File: src/rtl/write_back_stage_pkg.sv
// Shared processor definitions for the write-back stage: FSM encoding,
// register-file widths and the forwarding history entry layout.
package write_back_stage_pkg;

    localparam int REG_AW = 5;
    localparam int DATA_W = 32;

    typedef enum logic {
        IDLE     = 1'b0,
        WAIT_MEM = 1'b1
    } wb_state_e;

    typedef struct packed {
        logic              valid;
        logic [REG_AW-1:0] addr;
        logic [DATA_W-1:0] data;
    } fwd_entry_t;

    // HI/LO moves win over loads, loads win over ALU results.
    function automatic logic [DATA_W-1:0] wb_select(
        input logic              hilo_to_reg,
        input logic              hi_or_lo,
        input logic              mem_to_reg,
        input logic [DATA_W-1:0] rhi,
        input logic [DATA_W-1:0] rlo,
        input logic [DATA_W-1:0] rdata,
        input logic [DATA_W-1:0] alu
    );
        if (hilo_to_reg)     return hi_or_lo ? rhi : rlo;
        else if (mem_to_reg) return rdata;
        else                 return alu;
    endfunction

endpackage

File: src/rtl/write_back_stage_fwd_history.sv
// Two-entry forwarding history of the most recent register writes; entry 0 is
// the newest and entry 1 is dropped when it names the same register as entry 0.
module fwd_history
    import write_back_stage_pkg::*;
(
    input  logic              i_clk,
    input  logic              i_rst_n,
    input  logic              i_push,
    input  logic [REG_AW-1:0] i_addr,
    input  logic [DATA_W-1:0] i_data,
    output logic              o_valid0,
    output logic [REG_AW-1:0] o_addr0,
    output logic [DATA_W-1:0] o_data0,
    output logic              o_valid1,
    output logic [REG_AW-1:0] o_addr1,
    output logic [DATA_W-1:0] o_data1
);

    fwd_entry_t r_e0, r_e1;
    fwd_entry_t w_e0_next, w_e1_next;

    always_comb begin
        w_e0_next       = '{valid: 1'b1, addr: i_addr, data: i_data};
        w_e1_next       = r_e0;
        w_e1_next.valid = r_e0.valid && (r_e0.addr != i_addr);
    end

    always_ff @(posedge i_clk or negedge i_rst_n) begin
        if (!i_rst_n) begin
            r_e0 <= '0;
            r_e1 <= '0;
        end else if (i_push) begin
            r_e0 <= w_e0_next;
            r_e1 <= w_e1_next;
        end
    end

    assign o_valid0 = r_e0.valid;
    assign o_addr0  = r_e0.addr;
    assign o_data0  = r_e0.data;
    assign o_valid1 = r_e1.valid;
    assign o_addr1  = r_e1.addr;
    assign o_data1  = r_e1.data;

endmodule

File: src/rtl/write_back_stage.sv
// MEM/WB write-back: selects write data, qualifies the register write, stalls
// the pipe while a load waits for memory and keeps a small forwarding history.
module write_back_stage
    import write_back_stage_pkg::*;
(
    input  logic              Clk,
    input  logic              Rst_n,
    input  logic              ValidIn,
    input  logic              RegWriteIn,
    input  logic              MoveNotZeroIn,
    input  logic              DontMoveIn,
    input  logic              HiOrLoIn,
    input  logic              MemToRegIn,
    input  logic              HiLoToRegIn,
    input  logic [DATA_W-1:0] RHiIn,
    input  logic [DATA_W-1:0] RLoIn,
    input  logic [DATA_W-1:0] ZeroIn,
    input  logic [DATA_W-1:0] ALUResultIn,
    input  logic [DATA_W-1:0] ReadDataIn,
    input  logic [REG_AW-1:0] WriteAddressIn,
    input  logic              ReadDataValid,
    input  logic              Flush,
    output logic              StallOut,
    output logic              RegWriteOut,
    output logic [REG_AW-1:0] WriteAddressOut,
    output logic [DATA_W-1:0] WriteDataOut,
    output logic              FwdValid0,
    output logic              FwdValid1,
    output logic [REG_AW-1:0] FwdAddr0,
    output logic [REG_AW-1:0] FwdAddr1,
    output logic [DATA_W-1:0] FwdData0,
    output logic [DATA_W-1:0] FwdData1,
    output logic [DATA_W-1:0] RetiredCount
);

    wb_state_e         r_state, w_next_state;
    logic              w_stall, w_complete, w_commit_en, w_commit;
    logic [DATA_W-1:0] w_wdata;
    logic              r_reg_write;
    logic [REG_AW-1:0] r_waddr;
    logic [DATA_W-1:0] r_wdata;
    logic [DATA_W-1:0] r_retired;

    assign w_wdata = wb_select(HiLoToRegIn, HiOrLoIn, MemToRegIn,
                               RHiIn, RLoIn, ReadDataIn, ALUResultIn);

    // Conditional moves gate the write on ZeroIn; $0 is never written.
    always_comb begin
        w_commit_en = RegWriteIn;
        if (DontMoveIn)
            w_commit_en = RegWriteIn && (MoveNotZeroIn ? (ZeroIn != '0) : (ZeroIn == '0));
        if (WriteAddressIn == '0)
            w_commit_en = 1'b0;
    end

    always_comb begin
        w_next_state = r_state;
        w_stall      = 1'b0;
        w_complete   = 1'b0;
        if (Flush) begin
            w_next_state = IDLE;
        end else begin
            case (r_state)
                IDLE: begin
                    if (ValidIn) begin
                        if (MemToRegIn && !HiLoToRegIn && !ReadDataValid) begin
                            w_next_state = WAIT_MEM;
                            w_stall      = 1'b1;
                        end else begin
                            w_complete = 1'b1;
                        end
                    end
                end
                WAIT_MEM: begin
                    // MEM_WB is held by the stall, so its inputs still describe the load.
                    if (ReadDataValid) begin
                        w_complete   = 1'b1;
                        w_next_state = IDLE;
                    end else begin
                        w_stall = 1'b1;
                    end
                end
                default: w_next_state = IDLE;
            endcase
        end
    end

    assign w_commit = w_complete && w_commit_en;

    always_ff @(posedge Clk or negedge Rst_n) begin
        if (!Rst_n) begin
            r_state     <= IDLE;
            r_reg_write <= 1'b0;
            r_waddr     <= '0;
            r_wdata     <= '0;
            r_retired   <= '0;
        end else begin
            r_state     <= w_next_state;
            r_reg_write <= w_commit;
            if (w_commit) begin
                r_waddr   <= WriteAddressIn;
                r_wdata   <= w_wdata;
                r_retired <= r_retired + 1'b1;
            end
        end
    end

    fwd_history u_fwd_history (
        .i_clk    (Clk),
        .i_rst_n  (Rst_n),
        .i_push   (w_commit),
        .i_addr   (WriteAddressIn),
        .i_data   (w_wdata),
        .o_valid0 (FwdValid0),
        .o_addr0  (FwdAddr0),
        .o_data0  (FwdData0),
        .o_valid1 (FwdValid1),
        .o_addr1  (FwdAddr1),
        .o_data1  (FwdData1)
    );

    // Reset must drop the stall even while the MEM_WB inputs still look like a pending load.
    assign StallOut        = w_stall && Rst_n;
    assign RegWriteOut     = r_reg_write;
    assign WriteAddressOut = r_waddr;
    assign WriteDataOut    = r_wdata;
    assign RetiredCount    = r_retired;

endmodule

File: config.mk
export PLATFORM = sky130hd
export DESIGN_NAME = write_back_stage
export DESIGN_NICKNAME = d
export VERILOG_FILES = /design/src/rtl/write_back_stage_pkg.sv /design/src/rtl/write_back_stage_fwd_history.sv /design/src/rtl/write_back_stage.sv
export SDC_FILE = /design/constraint.sdc
export NUM_CORES = 1
export LEC_CHECK = 0
export CORE_MARGIN = 2
export CORE_UTILIZATION = 43
export CTS_CLUSTER_DIAMETER = 50
export DETAILED_ROUTE_END_ITERATION = 6
export GPL_TIMING_DRIVEN = 0
export PLACE_DENSITY = 0.91
export SYNTH_ARGS = -nofsm -noshare
export SYNTH_HDL_FRONTEND = slang
export SYNTH_HIERARCHICAL = 1
export SYNTH_SLANG_ARGS = --single-unit
export TNS_END_PERCENT = 100
File: constraint.sdc
create_clock -name Clk -period 3.2 [get_ports Clk]
set_input_delay 0.64 -clock Clk [delete_from_list [all_inputs] [get_ports Clk]]
set_output_delay 0.64 -clock Clk [all_outputs]
set_load 0.01 [all_outputs]
* Yosys cells after proc, flatten, opt, wreduce, memory -nomap -nowiden *
Cells that the tools add are included.

storage, ports and cells
  flip-flop bits (word level) = 110
  latch bits = 0
  bits in writable memories = 0
  memory bits (read-only) = 0
  input bits = 176
  memories kept = 0

operators by class
  add/sub/neg operators = 1
  multiply operators = 0
  divide/modulo/power cells = 0
  magnitude comparators = 0
  eq/ne operators = 1
  shift-type cells = 0
  muxes and demuxes = 16
  bitwise logic cells = 1
  reductions and logical operators = 11

operators with widths
  operator               number
  $mux 32                3
  $add 32x1->32 const B  1
  $logic_not 32->1       1
  $reduce_bool 32->1     1
  $mux 1                 11
  $logic_and 1x1->1      6
  $logic_not 5->1        1
  $ne 5x5->1             1
  $pmux 1 s2             2
  $logic_not 1->1        2
  $not 1->1              1

* Longest topological paths before layout *
  depth in word-level cells = 8
  gate-level depth with buffers = 13

* Cells and area by module *
The synthesis kept the hierarchy.

modules (own cells, without submodules)
  module            times used  cells each  area each (sq um)  sequential area each (sq um)
  write_back_stage  1           457         4065.1             1776.7
  fwd_history       1           206         3285.7             1901.8

* Worst setup path before layout *
No wires, ideal clock.

  path type = input to register
  start = in ZeroIn[9]
  end = reg u_fwd_history.r_e0 (netlist bit u_fwd_history/o_data0[10])
  arrival time = 2.660 ns
  data required time = 3.075 ns
  slack = 0.415 ns
  stages = 12
  path buffers = 6
  cell sequence = nor4_1 -> and4_1 -> a21oi_1 -> or3_1 -> buf_2 -> clkinv_2 -> buf_6 -> buf_4 -> buf_6 -> buf_8 -> buf_8 -> mux2_4

on the way
  longest elaborated chain between the ends = 6
  elaborated cells on any way between the ends = 7
  those cells by class = mux: 3; reduce/logical: 4

ends and longest elaborated chain
  item                                                    line                                text
  start, declared                                         write_back_stage.sv:17              input logic [DATA_W-1:0] ZeroIn,
  $logic_not 32->1 or $reduce_bool 32->1 (tied branches)  write_back_stage.sv:51              w_commit_en = RegWriteIn && (MoveNotZeroIn ? (ZeroIn != '0) : (ZeroIn == '0));
  $mux 1 *                                                write_back_stage.sv:51
  $logic_and 1x1->1 *                                     write_back_stage.sv:51
  $mux 1 *                                                write_back_stage.sv:50              if (DontMoveIn)
  $mux 1 *                                                write_back_stage.sv:52              if (WriteAddressIn == '0)
  $logic_and 1x1->1 *                                     write_back_stage.sv:88              assign w_commit = w_complete && w_commit_en;
  via w_commit                                            write_back_stage.sv:37              logic w_stall, w_complete, w_commit_en, w_commit;
  end signal, assigned                                    write_back_stage_fwd_history.sv:33  r_e0 <= w_e0_next;
  end, declared                                           write_back_stage_fwd_history.sv:19  fwd_entry_t r_e0, r_e1;

Mark *: on every way through the listed nets, which the timed path passes. The rest lies on a longest branch.
A chain may end at the register's enable or synchronous reset.

* Final worst setup path *
  start = in WriteAddressIn[3]
  end = reg u_fwd_history.r_e1 (netlist bit u_fwd_history/o_data1[25])

on the way
  longest elaborated chain between the ends = 3

ends and longest elaborated chain
  item                  line                                text
  start, declared       write_back_stage.sv:20              input logic [REG_AW-1:0] WriteAddressIn,
  $logic_not 5->1       write_back_stage.sv:52
  $mux 1                write_back_stage.sv:52
  $logic_and 1x1->1     write_back_stage.sv:88
  end signal, assigned  write_back_stage_fwd_history.sv:34  r_e1 <= w_e1_next;
  end, declared         write_back_stage_fwd_history.sv:19

Every way passes these cells.

==> reports/metrics.csv <==
stage,metric,value,unit
worst_hold_path,min-delay worst type,in2async,
synthesis,Synth Instances,663,
route,Vias/cell,5.12,
final_layout,layout cell share with drive strength beyond 1,16.5,%
critical_path,worst r2r path cells,10,
die,I/O Pins,323,
die,die area,18200,µm²
sta,Fin. Hold Viols,0,
placement,Port Buf Inserts,321,
power_and_ir_drop,Net Switching,2040,µW
critical_path,Required @ worst endpoint,3490,ps
route,DRC Markers,0,
route,initial DRC count,364,
power_and_ir_drop,switching share of power,28.2,%
sta,"Slew Viols, Final",0,
clocking,Post-CTS Hold Fix Bufs,0,
power_and_ir_drop,part of the power in registers,37.1,%
grt,grt ovf,0,
critical_path,Crit Path Class,in2reg,
critical_path,"most used cell, CP",buf_2,
sta,Worst slew margin,41.3,%
sta,post-route setup slack,117,ps
critical_path,crit end category,flop,
clocking,Worst-Skew Late Latency,410,ps
critical_path,r2r setup slk,580,ps
critical_path,critical path arrival,3380,ps
clocking,TritonCTS buffer count,17,
status,status,completed,
power_and_ir_drop,Leakage,0.00500,µW
power_and_ir_drop,clock power share,27.4,%
critical_path,"slowest stage delay, CP",590,ps
clocking,Max Root-Sink Buffers,2,
sta,WHS,235,ps
placement,post-place setup slack,-705,ps
power_and_ir_drop,Peak VDD IR,0.361,mV
critical_path,worst r2r src,r_state,
final_layout,most frequent cells in the layout,"clkdlybuf4s50_1 (319), dfrtp_1 (147), nand2_1 (123), mux2_2 (47), buf_4 (41)",
route,Routed Antenna Nets,0,
final_layout,nets@finish,1180,
synthesis,"Seq/Total Area, Yosys",50.0,%
synthesis,count of cell types in the netlist,35,
route,final WL,23.5,mm
route,routed len/inst,19.1,µm
die,die height,135,µm
grt,vias in the first global route,6680,
synthesis,Syn Area/Cell,11.1,µm²
critical_path,CP max FO,20,
critical_path,Reg-to-Reg End,u_fwd_history/o_data1[25],
sta,Layout Skew,9.92,ps
clocking,clock sinks,147,
sta,f_max,0.324,GHz
die,Die Wd,135,µm
synthesis,Post-Syn Area,7350,µm²
clocking,"Reg clk slew, reported paths",60,ps
power_and_ir_drop,Power Internal,5200,µW
final_layout,ant diodes,0,
grt,number of antenna violations at the first check in global routing,0,
critical_path,CP cell instances,"clkdlybuf4s50_1, nor3_1, a21oi_1, nand4b_1, or3_1, buf_2, clkinv_2, buf_8, buf_6, buf_2, mux2_2",
critical_path,critical path's slowest cell,clkdlybuf4s50_1,
placement,detailed placement HPWL,18.2,mm
clocking,Post-CTS Setup Repair Bufs,0,
sta,Finish-stage setup viols,0,
critical_path,startpoint types,input port,
clocking,CTS root buffer,clkbuf_16,
sta,Period minus WS final,3080,ps
critical_path,crit path buf inv count,6,
route,routed via count,6317,
power_and_ir_drop,Comb power frac,35.5,%
clocking,H-tree depth,4,
grt,largest net degree at the start of global routing,78,
final_layout,"commonest non-fill, non-tap cell in the layout",clkdlybuf4s50_1,
sta,Worst-Margin Slew,880,ps
die,core region area,16600,µm²
synthesis,yosys warns,6,
final_layout,synth-to-layout area growth,56.3,%
synthesis,Yosys reg bits,147,
grt,GRT Total Usage,26.4,%
synthesis,syn nets,840,
die,Row Count,47,
power_and_ir_drop,Power Density,630,nW/µm²
placement,Final Wtd Congestion,0.827,
critical_path,family with the most delay on the worst path,buffers and inverters,
run,max cap viols,0,
grt,first-pass GRT wire length,36.5,mm
route,first-pass iteration count of the detailed router,7,
die,Initial Util,44.2,%
clocking,CTS tree,built,
sta,"Period Utilization, post-route",96.4,%
## per-stage QoR
step | util (%) | area [µm²] | TNS, ps | power [µW] | instances
2_1_floorplan | - | 7350 | 0 | 3730 | 663
5_1_grt | 69.0 | 11500 | -2.16 | 7570 | 1234
4_1_cts | 69.0 | 11500 | 0 | 7300 | 1234
3_3_place_gp | 65.1 | 10800 | -673320 | 5190 | 1204
6_report | 69.0 | 11500 | 0 | 7240 | 1234
3_5_place_dp | 65.3 | 10900 | -41330 | 5280 | 1205
## power groups by stage
stage / Combinational (µW) / Sequential (µW) / Clock (µW)
after floorplan: 916 / 2820 / 0
after global placement: 2510 / 2680 / 0
after detailed placement: 2570 / 2710 / 0
after CTS: 2590 / 2690 / 2020
after global routing: 2720 / 2750 / 2100
final: 2570 / 2690 / 1990
## cells in the mapped netlist, drive strengths merged
master | number | area, µm²
nor3 | 4 | 20.0
a31oi | 2 | 12.5
clkinv | 1 | 5.00
clkbuf | 15 | 56.3
nor4 | 9 | 71.3
nor2b | 32 | 200
mux2i | 34 | 340
or3 | 1 | 6.26
buf | 64 | 483
a211oi | 32 | 240
and2 | 2 | 12.5
inv | 2 | 7.51
and4 | 8 | 70.1
dfrtp | 147 | 3680
nand3 | 5 | 25.0
or2 | 1 | 6.26
mux2 | 74 | 935
a21oi | 34 | 170
nand3b | 1 | 7.51
nand2b | 1 | 6.26
xnor2 | 29 | 254
and3 | 11 | 68.8
nand4 | 19 | 119
nand4b | 1 | 8.76
nand2 | 123 | 462
ha | 1 | 12.5
xor2 | 7 | 61.3
nor2 | 3 | 11.3
## layer usage
metal | up-vias | wire length, µm | GRT usage [%]
li1 | 2937 | - | -
met1 | 3072 | 9100 | 30.6
met2 | 265 | 12100 | 46.9
met3 | 43 | 1710 | 6.34
met4 | 0 | 671 | 10.5
met5 | - | 0 | 0
## repair_timing
action | 4_1_cts | 5_1_grt
gates cloned | 0 | 0
endpoints found under the setup margin | 72 | 48
gates resized for setup | 8 | 2
pin swaps | 0 | 0
## logic make-up after synthesis
kind of cell	Yosys count	share of synthesized area [%]
multiplexers	108	17.3
buffers and inverters	82	7.51
AND/OR/NAND/NOR	221	14.9
AO/OA/AOI/OAI	68	5.75
XOR/XNOR	36	4.29
adder cells (fa/ha/maj)	1	0.170
flip-flops	147	50.0
## worst max path at each step
stage | from | to | slack (ps) | cells past startpoint
after floorplan | ZeroIn[9] | u_fwd_history/o_data0[10] | 410 | 12
after global placement | Rst_n | StallOut | -4410 | 3
after detailed placement | MemToRegIn | StallOut | -710 | 7
after CTS | ZeroIn[5] | u_fwd_history/o_data0[15] | 60 | 12
after global routing | ZeroIn[25] | u_fwd_history/o_data0[15] | -2 | 12
final | WriteAddressIn[3] | u_fwd_history/o_data1[25] | 120 | 11
## flip-flops by register name, indices dropped and copies added, names as in the netlist
register and count:
RegWriteOut 1, u_fwd_history/o_data0 32, RetiredCount 32, u_fwd_history/o_valid0 1, r_state 1, u_fwd_history/o_addr0 5, u_fwd_history/o_addr1 5, u_fwd_history/o_valid1 1
WriteDataOut 32, u_fwd_history/o_data1 32, WriteAddressOut 5
## area by class of cell
class | count | area [µm²]
clock buffer | 22 | 494
sequential | 147 | 3680
inverter | 3 | 12.5
multi-input combinational | 434 | 3130
buffer | 78 | 558
clock inverter | 8 | 101
timing repair buffer | 322 | 3240
tap | 220 | 275
fill | 1222 | 5150
Note: power is estimated with default switching activity, not from simulation.
